==> src/rtl/sram_model_pkg.sv <==
// Shared constants for the SRAM responder: bus widths, burst FSM
// encodings, default block length and the MIX word halfword split.
package sram_model_pkg;

  localparam int SRAM_AW = 18;
  localparam int SRAM_DW = 16;

  localparam int BLOCK_LEN_DEF = 200;

  localparam logic [1:0] ST_IDLE = 2'd0;
  localparam logic [1:0] ST_WR   = 2'd1;
  localparam logic [1:0] ST_RD   = 2'd2;

  localparam int MIX_LO_MSB = 15;
  localparam int MIX_LO_LSB = 0;
  localparam int MIX_HI_MSB = 30;
  localparam int MIX_HI_LSB = 16;

  function automatic logic [15:0] mix_lo(input logic [30:0] w);
    return w[MIX_LO_MSB:MIX_LO_LSB];
  endfunction

  function automatic logic [15:0] mix_hi(input logic [30:0] w);
    return {1'b0, w[MIX_HI_MSB:MIX_HI_LSB]};
  endfunction

endpackage

==> src/rtl/sram_model_mon.sv <==
// Burst protocol monitor: IDLE/WR/RD FSM, halfword counter, sticky errors.
// Ports: SRAM control/address in; idle, burst_done/len/wr, err_* out.
module sram_model_mon
  import sram_model_pkg::*;
#(
  parameter int DEPTH_W   = 12,
  parameter int BLOCK_LEN = BLOCK_LEN_DEF
) (
  input  logic               clk,
  input  logic               rst_n,
  input  logic               i_cen,
  input  logic               i_wen,
  input  logic               i_oen,
  input  logic [SRAM_AW-1:0] i_addr,
  output logic               o_idle,
  output logic               o_burst_done,
  output logic [8:0]         o_burst_len,
  output logic               o_burst_wr,
  output logic               o_err_contention,
  output logic               o_err_range,
  output logic               o_err_len,
  output logic               o_err_mix
);

  localparam logic [8:0] LEN9 = 9'(BLOCK_LEN);

  logic [1:0]         r_state;
  logic [8:0]         r_cnt;
  logic [SRAM_AW-1:0] r_last;
  logic               r_done;
  logic [8:0]         r_len;
  logic               r_wr;
  logic               r_e_con;
  logic               r_e_rng;
  logic               r_e_len;
  logic               r_e_mix;

  logic               w_wr;
  logic               w_rd;
  logic               w_con;
  logic               w_hi;
  logic [8:0]         w_cnt_nx;
  logic [1:0]         w_nx;
  logic               w_acc;
  logic               w_mix;
  logic               w_end;

  assign w_wr     = ~i_cen & ~i_wen;
  assign w_rd     = ~i_cen & ~i_oen & i_wen;
  assign w_con    = ~i_cen & ~i_wen & ~i_oen;
  assign w_hi     = (i_addr >> DEPTH_W) != '0;
  assign w_cnt_nx = (&r_cnt) ? r_cnt : r_cnt + 9'd1;

  always_comb begin
    w_nx  = r_state;
    w_acc = 1'b0;
    w_mix = 1'b0;
    w_end = 1'b0;
    unique case (r_state)
      ST_IDLE: begin
        if (w_wr) begin
          w_nx  = ST_WR;
          w_acc = 1'b1;
        end else if (w_rd) begin
          w_nx  = ST_RD;
          w_acc = 1'b1;
        end
      end
      ST_WR: begin
        if (i_cen) begin
          w_nx  = ST_IDLE;
          w_end = 1'b1;
        end else if (~i_wen) begin
          w_acc = 1'b1;
        end else if (w_rd) begin
          w_mix = 1'b1;
        end
      end
      ST_RD: begin
        if (i_cen) begin
          w_nx  = ST_IDLE;
          w_end = 1'b1;
        end else if (~i_wen) begin
          w_mix = 1'b1;
        end else if (w_rd && i_addr != r_last) begin
          w_acc = 1'b1;
        end
      end
      default: w_nx = ST_IDLE;
    endcase
  end

  always_ff @(posedge clk or negedge rst_n) begin
    if (!rst_n) begin
      r_state <= ST_IDLE;
      r_cnt   <= '0;
      r_last  <= '0;
      r_done  <= 1'b0;
      r_len   <= '0;
      r_wr    <= 1'b0;
      r_e_con <= 1'b0;
      r_e_rng <= 1'b0;
      r_e_len <= 1'b0;
      r_e_mix <= 1'b0;
    end else begin
      r_state <= w_nx;
      r_done  <= w_end;
      if (r_state == ST_IDLE) begin
        r_cnt <= {8'd0, w_acc};
      end else if (w_acc) begin
        r_cnt <= w_cnt_nx;
      end
      if (w_acc) r_last <= i_addr;
      if (w_end) begin
        r_len <= r_cnt;
        r_wr  <= (r_state == ST_WR);
        if (r_cnt != LEN9) r_e_len <= 1'b1;
      end
      if (w_acc & w_hi) r_e_rng <= 1'b1;
      if (w_con) r_e_con <= 1'b1;
      if (w_mix) r_e_mix <= 1'b1;
    end
  end

  assign o_idle           = (r_state == ST_IDLE);
  assign o_burst_done     = r_done;
  assign o_burst_len      = r_len;
  assign o_burst_wr       = r_wr;
  assign o_err_contention = r_e_con;
  assign o_err_range      = r_e_rng;
  assign o_err_len        = r_e_len;
  assign o_err_mix        = r_e_mix;

endmodule

==> config.mk <==
export PLATFORM = sky130hd
export DESIGN_NAME = sram_model_mon
export DESIGN_NICKNAME = d
export VERILOG_FILES = /design/src/rtl/sram_model_pkg.sv /design/src/rtl/sram_model_mon.sv
export SDC_FILE = /design/constraint.sdc
export NUM_CORES = 1
export LEC_CHECK = 0
export ABC_AREA = 1
export ABC_CLOCK_PERIOD_IN_PS = 3800
export BUFFER_PORTS_ARGS = -buffer_cell sky130_fd_sc_hd__buf_2
export CORE_ASPECT_RATIO = 1.4
export CORE_MARGIN = 2
export CORE_UTILIZATION = 40
export DETAILED_ROUTE_END_ITERATION = 10
export SYNTH_ARGS = -nofsm -noshare
export SYNTH_HDL_FRONTEND = slang
export SYNTH_SLANG_ARGS = --single-unit
==> constraint.sdc <==
create_clock -name clk -period 3.8 [get_ports clk]
set_clock_uncertainty 0.15 [all_clocks]
set_input_delay 0.76 -clock clk [delete_from_list [all_inputs] [get_ports clk]]
set_output_delay 0.76 -clock clk [all_outputs]
set_load 0.02 [all_outputs]
* Word-level counts from Yosys, hierarchy flattened
Cells that the tools add are included.
** Word-level totals
- Register bits :: 44
- Input port bits :: 23
- Output and inout bits :: 16
- Word-level logic and storage cells :: 55
** Cells by class
- Add/subtract/negate cells :: 1
- Equality and inequality tests :: 7
- Multiplexer cells :: 20
- Bitwise gates (word level) :: 8
- Reductions and logical operators :: 9
** Operator list (count)
- $mux W9 :: 3
- $ne A18 B18 Y1 :: 1
- $reduce_bool A18 Y1 :: 1
- $mux W1 :: 11
- $add A9 B1 Y9 const B :: 1
- $ne A9 B8 Y1 const B :: 1
- $reduce_and A9 Y1 :: 1
- $mux W2 :: 3
- $reduce_and A2 Y1 :: 3
- $and A1 B1 Y1 :: 5
- $pmux W2 S2 :: 1
- $ne A3 B1 Y1 const B :: 1
- $not A1 Y1 :: 3
- $pmux W1 S3 :: 1
- $eq A2 B1 Y1 const B :: 1
- $eq A2 B2 Y1 const B :: 1
- $logic_not A2 Y1 :: 1
- $ne A2 B1 Y1 const B :: 1
- $ne A2 B2 Y1 const B :: 1
- $pmux W1 S2 :: 1
- $reduce_bool A2 Y1 :: 1
- $reduce_or A2 Y1 :: 1
- $logic_and A1 B1 Y1 :: 1

* Longest topological paths before layout
- Word-level depth :: 10
- Mapped depth :: 13
- Mapped depth without buffers :: 13

* Worst setup path before layout
No wires, ideal clock.
- Path kind :: input-to-reg
- From :: input i_addr[9]
- To :: register r_last[16]
- Setup time :: 118 ps
- Arrival :: 1647 ps
- Required time :: 3532 ps
- Slack :: 1885 ps
- Cell stages on the path :: 11
- Path buffers :: 1
- Cells stage by stage :: inv_2 > or2_0 > nand3_1 > nor2_2 > nand3_2 > nand2_2 > nand2_4 > nand2_8 > buf_12 > nand2_1 > o21ai_2
** Between the ends
- Longest elaborated chain between the ends :: 6
** RTL lines
- start: declaration :: line sram_model_mon.sv:14 : input logic [SRAM_AW-1:0] i_addr,
- $ne A18 B18 Y1 :: line sram_model_mon.sv:85 : end else if (w_rd && i_addr != r_last) begin
- $logic_and A1 B1 Y1 :: line sram_model_mon.sv:85
- $mux W1 :: line sram_model_mon.sv:85
- $mux W1 :: line sram_model_mon.sv:83 : end else if (~i_wen) begin
- $mux W1 :: line sram_model_mon.sv:80 : if (i_cen) begin
- $pmux W1 S3 :: line sram_model_mon.sv:59 : unique case (r_state)
- end signal: assignment :: line sram_model_mon.sv:113 : if (w_acc) r_last <= i_addr;
- end: declaration :: line sram_model_mon.sv:29 : logic [SRAM_AW-1:0] r_last;
Every way passes these cells.
A chain may end at the register's enable or synchronous reset.

* Worst setup path in the final report
- From :: register r_state[0]
- To :: output o_idle
** Between the ends
- Longest elaborated chain between the ends :: 1
** RTL lines
- start: declaration :: line sram_model_mon.sv:27 : logic [1:0] r_state;
- start signal: assignment :: line sram_model_mon.sv:106 : r_state <= w_nx;
- $logic_not A2 Y1 :: line sram_model_mon.sv:125 : assign o_idle = (r_state == ST_IDLE);
- end: declaration :: line sram_model_mon.sv:15 : output logic o_idle,
Every way passes these cells.

==> results by group <==
Timing
  – Final worst-path cycle share: 0.657
  – Worst Slack Setup Final: about 1.3 ns
  – Fin Setup TNS: 0 ns
  – Rel. slew slack: 0.333
  – Fmax: 0.401 GHz
  – Final Max Slew Viols: 0
  – Final setup vio count: 0
  – Worst hold slack: between 0.3 and 0.4 ns
  – Worst Tran Pin Value: 1.00 ns
  – RSZ-0062 raised after global routing: no
  – Final hold vios: 0
  – Period minus WS final: 2.50 ns

CTS
  – Clock slew at reported path FFs: around 0.080 ns
  – # resized after CTS: 0
  – Clock sink total: 44
  – H-tree Lvls: 2
  – Clk buf depth: 2
  – Post-CTS Setup Bufs: 0
  – CTS tree: done
  – Worst-Skew Late Latency: 0.30 ns
  – Hold-fix buffer count after cts: 0
  – Clk root buf: clkbuf_8
  – Num CTS Buffers: 5

Logic synthesis
  – Xor/xnor cell area share of the yosys netlist: 0.0321
  – Compound-Gate Fraction of Synth Area: 0.0810
  – Syn Nets: 342
  – Largest family of logic cells by synthesized area: simple AND/OR/NAND/NOR gates
  – Mapped cell area: 2460 µm²
  – Post-synthesis async set-or-reset flop share: 1.00
  – Mux share of post-synthesis cell area: 0
  – Flops & latches, synth: 44
  – Ys Warns: 0
  – EDFF count, synth: 0
  – Most area-hungry cell type in the Yosys netlist: dfrtp_1
  – Cell variety after synth: 31
  – Sequential area share after synthesis: 0.448
  – Post-Synth Simple-Gate Area: 0.299
  – Syn avg cell area: 7.87 µm²
  – Share of the synthesized area in the top cell type: 0.448
  – Top FF cell, synth: dfrtp_1
  – Synthesized-area fraction occupied by adder cells: 0.0357
  – Largest cells by area after synthesis: dfrtp_1, nand2_1, inv_1
  – Synth Instances: 312

Worst setup path
  – Critical-path maximum fanout: 15
  – Top Family by Delay on Critical Path: adder cells
  – Setup crit start kind: flip-flop
  – Worst stage delay on the critical path: 0.50 ns
  – WP data arrival: between 1.5 and 2 ns
  – Crit-path slowest cell: ha_1
  – Crit path capture type: output pin
  – CP Class: flip-flop to output pin
  – Required time worst endpoint: 2.89 ns
  – Reg2reg start: r_state[0]
  – CP Buf/Inv Count: 2
  – CP startpoint: r_state[0]
  – CP cell instances: inv_1, ha_1, buf_2

Route
  – Via count: between 1,500 and 2,000
  – Starting DRT DRC Count: 91
  – DRT Wirelength: 4790 µm
  – Avg WL per Cell: 11.4 µm
  – TritonRoute pass-1 iters: 4
  – DRC viols: 0
  – Post-route ant nets: 0
  – Via-to-Cell Ratio: around 4.7

Die
  – Total core area: 5900 µm²
  – Full die area: 6790 µm²
  – DIE WIDTH: 70.2 µm
  – I/O Pins: 39
  – # rows: 33
  – Die height: 96.7 µm
  – Initial Utilization: 0.416

Global routing
  – Total track usage: 0.158
  – Vias in the first global route: 1,996
  – Antenna violations before repair: 0
  – First-pass GRT wire length: 8830 µm
  – Grt ovf: 0
  – Largest net degree at the start of global routing: 45

Pwr
  – Overall Power: 1.80 mW
  – Power Density: 651 nW/µm²
  – Max IR drop VDD: slightly above 0.3 mV
  – Leak Pwr: roughly 1.5 nW

Flow run
  – Max Cap Viol: 0

Layout
  – ANT cells: 0
  – FILL cells: around 620
  – Non-Filler Instances: about 420
  – Layout Area Growth over Synthesis: 12.7%
  – # nets final: 381
  – Layout cell share with drive strength beyond 1: 0.205

Placed design
  – Pre-CTS WS: 1.55 ns
  – GPL Wtd Cong: 0.783
  – Post-DP HPWL: 3540 µm
  – Inst Count DP: 414
  – IO buf count: 38

Hold path
  – Hold Path Origin: o_err_mix
  – Worst Hold Class: flip-flop to flip-flop

Status
  – Status: finished, final reports clean
layer usage:
layer  vias up  global-route usage  wire length, µm
met5         -                   0                0
met4         0              0.0533               75
met3         7              0.0333              185
met2        45               0.274             2330
met1       908               0.191             2210
li1       1032                   -                -
cells in the mapped netlist, types with 3 or more instances:
cell     count
nand2_1    106
dfrtp_1     44
inv_1       44
nor2_1      21
nand3_1     14
o21ai_0     10
ha_1         7
o21ai_1      7
o21ai_2      7
nand2_2      6
xnor2_1      6
inv_2        5
a21oi_1      3
buf_12       3
nor2_2       3
nor3_1       3
xor2_1       3
kinds of logic after synthesis:
family / count (synthesis)
AND/OR/NAND/NOR: 165
buffers and inverters: 55
flip-flops: 44
AO/OA/AOI/OAI: 32
XOR/XNOR: 9
adder cells (fa/ha/maj): 7
stage by stage:
stage,cell area (µm²),util
after global placement,2660,0.451
after global routing,2770,0.469
after detailed placement,2660,0.451
final,2770,0.469
after CTS,2770,0.469
after floorplan,2460,-
placed cells by master (no fill, tap or decap), types with 2 or more instances in the layout:
master	instances
nor4_1	2
o21ai_1	7
buf_2	38
nand2_1	106
xnor2_1	6
xor2_1	3
o21ai_0	10
nor2_2	3
nand2_4	2
a21oi_1	3
inv_1	44
nand2_2	6
clkbuf_8	5
or2_0	2
ha_1	7
dfrtp_1	44
nand3_1	14
o21ai_2	7
o21bai_1	2
nor3_1	3
inv_2	5
nand4_1	2
nor2_1	21
worst paths after layout:
check,end,slack [ns],depth (start not counted)
max,o_idle,1.30,3
min,o_err_mix,0.32,1
max reg2reg,r_state[1],1.66,7
min reg2reg,o_err_mix,0.32,1
max in group asynchronous,o_burst_len[5],2.40,1
min in group asynchronous,r_last[13],0.47,1
flip-flops by register name (all words and copies together), names as in the netlist:
name              flops
r_cnt                 9
o_err_range           1
r_state               2
r_last               18
o_err_contention      1
o_err_mix             1
o_err_len             1
o_burst_len           9
o_burst_done          1
o_burst_wr            1
power breakdown:
part	internal, mW	leakage, nW	total, mW	switching (mW)
logic	0.253	0.876	0.734	0.482
registers	0.612	0.558	0.715	0.103
clock network	0.195	0.0552	0.354	0.159
layout make-up:
class                           count  area, µm²  area share
Multi-Input combinational cell    213       1100       0.397
Tap cell                           70       87.6      0.0316
Sequential cell                    44       1100       0.398
Clock inverter                      2       35.0      0.0127
Clock buffer                        6       72.6      0.0262
Inverter                           49        184      0.0664
Timing Repair Buffer               38        190      0.0687
Power figures use the tool's default switching activity.
